===== config.mk =====
export PLATFORM = sky130hd
export DESIGN_NAME = acc_controller_p
export DESIGN_NICKNAME = d
export VERILOG_FILES = /design/src/rtl/acc_controller_p.sv
export SDC_FILE = /design/constraint.sdc
export NUM_CORES = 1
export LEC_CHECK = 0
export BUFFER_PORTS_ARGS = -buffer_cell sky130_fd_sc_hd__clkbuf_2
export CAP_MARGIN = 40
export CORE_MARGIN = 1
export CORE_UTILIZATION = 30
export DETAILED_ROUTE_END_ITERATION = 10
export PLACE_DENSITY = 0.53
export SYNTH_ARGS = -nofsm -noshare
export SYNTH_HDL_FRONTEND = slang
export SYNTH_SLANG_ARGS = --single-unit

===== constraint.sdc =====
create_clock -name clk -period 2.8 [get_ports clk]
set_input_delay 0.42 -clock clk [delete_from_list [all_inputs] [get_ports clk]]
set_output_delay 0.42 -clock clk [all_outputs]
set_load 0.03 [all_outputs]

===== src/rtl/acc_controller_p.sv =====
// Multi-cycle FETCH/DECODE/EXECUTE controller for the accumulator CPU.
// Outputs are decoded from state, ir_q and taken_q, and are forced to 0 while reset is low.
module acc_controller_p #(
  parameter int ARG_W = 4,
  parameter int ALU_W = 4
) (
  input  logic             clk,
  input  logic             reset,
  input  logic [ARG_W+3:0] instr,
  input  logic             instr_valid,
  input  logic             zero,
  input  logic             carry,
  output logic             load_ir,
  output logic             inc_pc,
  output logic             load_pc,
  output logic             sel_pc,
  output logic             load_reg,
  output logic             dump_reg,
  output logic             load_acc,
  output logic             dump_acc,
  output logic [1:0]       sel_acc,
  output logic [ALU_W-1:0] sel_alu,
  output logic [ARG_W-1:0] imm,
  output logic [ARG_W-1:0] reg_num,
  output logic             retire,
  output logic             halted,
  output logic [1:0]       state
);

  typedef enum logic [1:0] {
    S_FETCH  = 2'b00,
    S_DECODE = 2'b01,
    S_EXEC   = 2'b10,
    S_HALT   = 2'b11
  } state_t;

  localparam logic [3:0] OP_ADD = 4'b0001, OP_SUB = 4'b0010, OP_NOR = 4'b0011,
                         OP_LDR = 4'b0100, OP_STR = 4'b0101, OP_JZR = 4'b0110,
                         OP_JZI = 4'b0111, OP_JCR = 4'b1000, OP_JCI = 4'b1010,
                         OP_SHL = 4'b1011, OP_SHR = 4'b1100, OP_LDI = 4'b1101,
                         OP_HLT = 4'b1111;

  state_t           state_q, state_d;
  logic [ARG_W+3:0] ir_q;
  logic             taken_q;
  logic [3:0]       op;
  logic             take_d;

  logic             load_ir_c, inc_pc_c, load_pc_c, sel_pc_c, load_reg_c;
  logic             dump_reg_c, load_acc_c, dump_acc_c, retire_c, halted_c;
  logic [1:0]       sel_acc_c;
  logic [3:0]       alu4;
  logic [ARG_W-1:0] arg_c;

  assign op     = ir_q[ARG_W+3:ARG_W];
  assign take_d = ((op == OP_JZR || op == OP_JZI) && zero) ||
                  ((op == OP_JCR || op == OP_JCI) && carry);

  // Handshake: instr is consumed on the edge where state is FETCH and
  // instr_valid is high; load_ir marks that cycle. There is no ready signal,
  // the source must hold instr_valid low outside FETCH or accept it is ignored.
  always_ff @(posedge clk or negedge reset) begin
    if (!reset) begin
      state_q <= S_FETCH;
      ir_q    <= '0;
      taken_q <= 1'b0;
    end else begin
      state_q <= state_d;
      if (state_q == S_FETCH && instr_valid) ir_q <= instr;
      if (state_q == S_DECODE) taken_q <= take_d;
    end
  end

  always_comb begin
    state_d    = state_q;
    load_ir_c  = 1'b0;
    inc_pc_c   = 1'b0;
    load_pc_c  = 1'b0;
    sel_pc_c   = 1'b0;
    load_reg_c = 1'b0;
    dump_reg_c = 1'b0;
    load_acc_c = 1'b0;
    dump_acc_c = 1'b0;
    retire_c   = 1'b0;
    halted_c   = 1'b0;
    sel_acc_c  = 2'b00;
    alu4       = 4'b0000;
    arg_c      = '0;

    // Selects are a pure function of the opcode and are held across DECODE and EXECUTE.
    if (state_q == S_DECODE || state_q == S_EXEC) begin
      arg_c = ir_q[ARG_W-1:0];
      case (op)
        OP_ADD:         sel_acc_c = 2'b10;
        OP_SUB:         begin sel_acc_c = 2'b10; alu4 = 4'b0001; end
        OP_NOR:         begin sel_acc_c = 2'b10; alu4 = 4'b1000; end
        OP_LDR:         sel_acc_c = 2'b01;
        OP_JZI, OP_JCI: sel_pc_c  = 1'b1;
        OP_SHL:         begin sel_acc_c = 2'b10; alu4 = 4'b1101; end
        OP_SHR:         begin sel_acc_c = 2'b10; alu4 = 4'b1100; end
        default:        ;
      endcase
    end

    case (state_q)
      S_FETCH: begin
        load_ir_c = instr_valid;
        if (instr_valid) state_d = S_DECODE;
      end
      S_DECODE: state_d = (op == OP_HLT) ? S_HALT : S_EXEC;
      S_EXEC: begin
        retire_c = 1'b1;
        state_d  = S_FETCH;
        case (op)
          OP_ADD, OP_SUB, OP_NOR, OP_LDR: begin
            dump_reg_c = 1'b1; load_acc_c = 1'b1; inc_pc_c = 1'b1;
          end
          OP_STR: begin
            dump_acc_c = 1'b1; load_reg_c = 1'b1; inc_pc_c = 1'b1;
          end
          OP_JZR, OP_JCR: begin
            load_pc_c  = taken_q;
            dump_reg_c = taken_q;
            inc_pc_c   = !taken_q;
          end
          OP_JZI, OP_JCI: begin
            load_pc_c = taken_q;
            inc_pc_c  = !taken_q;
          end
          OP_SHL, OP_SHR, OP_LDI: begin
            load_acc_c = 1'b1; inc_pc_c = 1'b1;
          end
          default: inc_pc_c = 1'b1;
        endcase
      end
      S_HALT: halted_c = 1'b1;
    endcase
  end

  assign load_ir  = reset & load_ir_c;
  assign inc_pc   = reset & inc_pc_c;
  assign load_pc  = reset & load_pc_c;
  assign sel_pc   = reset & sel_pc_c;
  assign load_reg = reset & load_reg_c;
  assign dump_reg = reset & dump_reg_c;
  assign load_acc = reset & load_acc_c;
  assign dump_acc = reset & dump_acc_c;
  assign retire   = reset & retire_c;
  assign halted   = reset & halted_c;
  assign sel_acc  = reset ? sel_acc_c : 2'b00;
  assign sel_alu  = reset ? ALU_W'(alu4) : '0;
  assign imm      = reset ? arg_c : '0;
  assign reg_num  = reset ? arg_c : '0;
  assign state    = state_q;

endmodule


==> metrics.cfg, run 1 <==
[run_status]
status=finished, final reports clean

[synth]
synthFlopType=dfrtp_1
yosys.area_share.simple_pct=21.51
syn_nets=110
syn_area_sq_um=843.3
synth_seq_area_share_pct=32.64
synth_cells=92
synth_xor_area_share_pct=0
async_reset_ff_share_pct=100.0
synth_cell_type_count=33
yosys_warnings=0
synthMuxAreaShare_pct=16.17
syn_avg_cell_area_sq_um=9.166
synthAdderAreaFrac_pct=7.418
synth_edf_count=0
synth_compound_area_share_pct=11.28
ys_seq_elements=11
synth_top_family_by_area=simple AND/OR/NAND/NOR gates

[timing]
holdWs_ns=0.08394
slew_violations=0
rsz0062_at_grt=no
setup_viol=0
hold_viol_final=0
period_minus_slack_ns=2.237
fin_crit_sh_pct=79.89
max_freq_ghz=0.4470
fin_skew_ns=0.001831
totalNegativeSetupSlack_ns=0

[clock_tree]
cts.hold.buffers_added=0
cts_tree=done
cts_sinks=11
htreeDepth=1
path_clk_slew_ns=0.07
cts-root-buf=clkbuf_4
post-cts-setup-buffers=0
cts_made_buffers=3
cts_resized=0
clock_latency_ns=0.26
cts_max_path_buffers=2

[setup_path]
r2r_setup_slack_ns=1.28
regToRegStartpoint=state[0]
crit_fanout=6
ff2ff_path_depth=4
startpoint_type=flip-flop
worstPathArrival_ns=1.82
r2r_end=ir_q[6]
worstPathRequired_ns=2.38
worstSetupEndpointType=primary output
criticalPathCategory=reg2out

[flow_run]
drv_cap=0

[grt]
grt_max_degree=22
grt_use_total_pct=12.89
gr-total-overflow=0
grt_pass1_wl_microns=2794
grt_pass1_vias=641
antenna_found_initial=0

[layout]
syn2layout_area_growth_pct=21.22
nets=141
diodes=0
drive_above_1_share_pct=39.34
final_cell_mix=clkbuf_2 (37), dfrtp_1 (11), nand2_1 (7), and3_1 (6), nor2_1 (6)
fillers=279
stdcell_area_sq_mm=0.001022
final_common_cell=clkbuf_2

[drt]
via_per_inst=4.783
drt-initial-drc-count=10
dr.pass1.iters=4
antenna_left=0
vias=727
drc=0
drt-total-wl_microns=1760
wl_per_cell_microns=11.58

[place]
gp_congestion=0.7242
dpl.hpwl_microns=1380
port_buffers=37
place_area_sq_um=996.0

[power_and_ir_drop]
ir_drop_uv=631.4
power.leakage_nw=0.5485
powerDensity_mw_per_mm2=1191

[floorplan]
die_area_sq_mm=0.003027
start_util_pct=32.85
row_count=18
pin_count=39
coreArea_sq_mm=0.002567
die_w_microns=55.02
die_h_microns=55.02

[min_path]
min_path_type=in2async

==> metal layers <==
| layer | track usage [%] | vias up | routed length, microns |
|---|---|---|---|
| met5 | 0 | - | 0 |
| met4 | 3.750 | 0 | 0 |
| met3 | 2.732 | 0 | 97 |
| met2 | 21.89 | 25 | 780 |
| met1 | 16.31 | 321 | 883 |
| li1 | - | 381 | - |
==> cell families (layout without fill, tap and decap cells) <==
kind of cell	Yosys count	count (layout)
compound gates	14	14
fa+ha+maj	5	5
simple gates	33	33
mux	12	12
buf+inv	16	46
other cells	1	1
flops	11	11
==> cells in the mapped netlist (2+ instances only) <==
master    n  share of area (%)
a21oi_1   5                3.0
and3_1    6                4.5
buf_2     5                3.0
buf_4     6                5.3
dfrtp_1  11                 33
ha_1      5                7.4
inv_1     4                1.8
mux2_1    4                5.3
mux2_2    5                6.7
mux2i_1   2                2.4
nand2_1   7                3.1
nand3_1   2                1.2
nor2_1    6                2.7
nor2b_1   2                1.5
o21ai_1   2                1.2
o311a_1   2                2.4
or3_1     2                1.5
==> worst max-delay path, cell delays in order (launching register included) <==
cell and delay [ns]:
dfrtp_1 0.42, inv_1 0.10, ha_1 0.37, nand3_1 0.12, nor4_1 0.30, clkbuf_2 0.25
==> report_power, final <==
part / switching [W] / total (W) / internal [W]
sequential: 0.000139 / 0.000380 / 0.000240
clock: 0.0000489 / 0.000104 / 0.0000550
combinational: 0.000445 / 0.000734 / 0.000289
==> registers in the layout (all words and copies together) (netlist names) <==
register	flops
ir_q	8
state	2
taken_q	1
==> through the flow <==
step           worst slack (ns)  util [%]  total power, W  instances
6_report                 0.5631     39.81        0.001217        152
5_1_grt                  0.3768     39.81        0.001327        152
4_1_cts                  0.5294     39.81        0.001235        152
3_5_place_dp             0.8282     38.79        0.001127        148
3_3_place_gp             0.8743     38.79        0.001112        148
2_1_floorplan            0.2770         -       0.0009746         92
==> cell type report <==
class	instances	area (sq um)	share of cell area, %
clock buffer	4	26.28	2.570
inverter	5	18.77	1.836
multi-input combinational	65	479.2	46.88
sequential	11	275.3	26.93
tap	30	37.54	3.672
timing repair buffer	37	185.2	18.12
==> worst max-delay path by stage <==
stage,start,end,slack (ns),depth (start not counted)
2_1_floorplan,state[0],sel_alu[0],0.28,4
3_3_place_gp,reset,sel_alu[0],0.87,4
3_5_place_dp,state[0],sel_alu[0],0.83,5
4_1_cts,state[0],sel_alu[0],0.53,5
5_1_grt,state[1],sel_alu[0],0.38,5
6_report,state[0],sel_alu[0],0.56,5
Power figures use the tool's default switching activity.
==> inputs of run 2 (changes only) <==
==> constraint.sdc (replaced) <==
create_clock -name clk -period 2.3 [get_ports clk]
set_input_delay 0.345 -clock clk [delete_from_list [all_inputs] [get_ports clk]]
set_output_delay 0.345 -clock clk [all_outputs]
set_load 0.03 [all_outputs]
==> run 2 against run 1 <==
Effect of this change: sequential power up 22%; power up 23%; critical path depth unchanged; via count up 4.3%; cell area up 2.8%; combinational power up 23%; sequential share of layout area down 0.74 points; clock power up 23%; highest routed layer unchanged.
==> metrics.cfg, run 2 (same netlist as run 1, synthesis figures left out) <==
[run_status]
status=finished, final reports clean

[drt]
dr.pass1.iters=4  ; unchanged
wl_per_cell_microns=11.44  ; -1.2%
via_per_inst=4.922  ; +2.9%
drt-initial-drc-count=14  ; +4
vias=758  ; +4.3%
drt-total-wl_microns=1762  ; +0.11%
drc=0  ; unchanged
antenna_left=0  ; unchanged

[timing]
holdWs_ns=0.2879  ; +0.2040 ns
hold_viol_final=0  ; unchanged
max_freq_ghz=0.4638
fin_skew_ns=0.005416  ; +0.003585 ns
setup_viol=0  ; unchanged
totalNegativeSetupSlack_ns=0  ; unchanged
slew_violations=0  ; unchanged
fin_crit_sh_pct=93.75
setup_slack_ns=0.1437  ; -0.4194 ns
rsz0062_at_grt=no
period_minus_slack_ns=2.156

[setup_path]
startpoint_type=flip-flop
worstPathRequired_ns=1.96  ; -0.42 ns
crit_fanout=6  ; unchanged
worstSetupEndpointType=primary output
regToRegStartpoint=state[0]
cp_top_family=flip-flops
crit_path_end=sel_alu[0]
slowest_stage=dfrtp_1
ff2ff_path_depth=4  ; unchanged
cp-startpoint=state[0]
path_depth=5  ; unchanged
criticalPathCategory=reg2out
crit_chain=inv_1 > ha_1 > nand3_1 > nor4_2 > clkbuf_2
cp_slowest_stage_delay_ns=0.42  ; about the same
r2r_setup_slack_ns=0.78  ; -0.50 ns
r2r_end=ir_q[6]
path_buf_inv=2  ; unchanged
worstPathArrival_ns=1.81  ; about the same

[min_path]
min_path_type=in2reg
worstHoldPathCells=2

[clock_tree]
cts_made_buffers=3  ; unchanged
post-cts-setup-buffers=0  ; unchanged
path_clk_slew_ns=0.07  ; about the same
htreeDepth=1  ; unchanged
cts_max_path_buffers=2  ; unchanged
cts_sinks=11  ; unchanged
cts-root-buf=clkbuf_4
cts.hold.buffers_added=1  ; +1
clock_latency_ns=0.26  ; about the same
cts_resized=0  ; unchanged
cts_tree=done

[grt]
grt_use_total_pct=12.92  ; +0.028 points
antenna_found_initial=0  ; unchanged
gr-total-overflow=0  ; unchanged
grt_pass1_vias=652  ; +1.7%
grt_max_degree=17  ; -23%
grt_pass1_wl_microns=2842  ; +1.7%

[floorplan]
die_h_microns=55.02  ; unchanged
row_count=18  ; unchanged
die_area_sq_mm=0.003027  ; unchanged
die_w_microns=55.02  ; unchanged
pin_count=39  ; unchanged
coreArea_sq_mm=0.002567  ; unchanged
start_util_pct=32.85  ; unchanged

[layout]
diodes=0  ; unchanged
drive_above_1_share_pct=41.13  ; +1.8 points
stdcell_area_sq_mm=0.001051  ; +2.8%
syn2layout_area_growth_pct=24.63
final_cell_mix=clkbuf_2 (37), dfrtp_1 (11), nand2_1 (7), and3_1 (6), nor2_1 (6)
top_register=ir_q
final_common_cell=clkbuf_2
largest_reg_flops=8  ; unchanged
nets=143  ; +1.4%

[flow_run]
drv_cap=0  ; unchanged

[place]
gp_congestion=0.7348  ; +1.5%
dp_slack_ns=0.4268  ; -0.4014 ns
place_area_sq_mm=0.001015  ; +1.9%
port_buffers=37  ; unchanged
dpl.hpwl_microns=1364  ; -1.2%

[power_and_ir_drop]
power.leakage_nw=0.5584  ; +1.8%
ir_drop_uv=638.8  ; +1.2%
powerDensity_mw_per_mm2=1426  ; +20%

[run 2: how the worst min path moves through the flow]
stage,startpoint,to,slack (ns)
after floorplan,reset,ir_q[0],0.05
after global placement,reset,ir_q[0],0.19
after detailed placement,reset,ir_q[0],0.19
after CTS,instr[1],ir_q[1],0.28
after global routing,instr[2],ir_q[2],0.30
final,instr[2],ir_q[2],0.29
[run 2: layout make-up]
type	count	area, sq um
fill	273	1516
multi-input combinational	65	490.5
clock buffer	4	26.28
inverter	5	18.77
timing repair buffer	39	202.7
tap	30	37.54
sequential	11	275.3
[run 2: worst register-to-register path, delay by kind of cell, from the launching register on]
| kind | cells | cell delay, ns |
|---|---|---|
| DFF | 1 | 0.42 |
| and+or+nand+nor | 1 | 0.29 |
| buffers and inverters | 1 | 0.10 |
| adders and majority gates | 1 | 0.23 |
| muxes | 1 | 0.38 |
[run 2: through the flow]
stage	util, %	std cells	power (W)
6_report	40.94	154	0.001499
5_1_grt	40.94	154	0.001620
4_1_cts	40.94	154	0.001515
3_5_place_dp	39.52	149	0.001377
3_3_place_gp	39.52	149	0.001367
2_1_floorplan	-	92	0.001197
[run 2: power breakdown]
group / switching [W] / leakage [nW] / internal [W]
combinational: 0.000551 / 0.412 / 0.000355
clock: 0.0000613 / 0.0150 / 0.0000670
sequential: 0.000172 / 0.132 / 0.000292
total: 0.000784 / 0.558 / 0.000715
[run 2: routing by layer]
| metal | global-route usage (%) | vias up | part of all wire (%) |
|---|---|---|---|
| met1 | 17.02 | 346 | 48 |
| met4 | 5.000 | 0 | 0 |
| met2 | 21.29 | 30 | 46 |
| met5 | 0 | - | 0 |
| li1 | - | 382 | - |
| met3 | 1.639 | 0 | 6.7 |
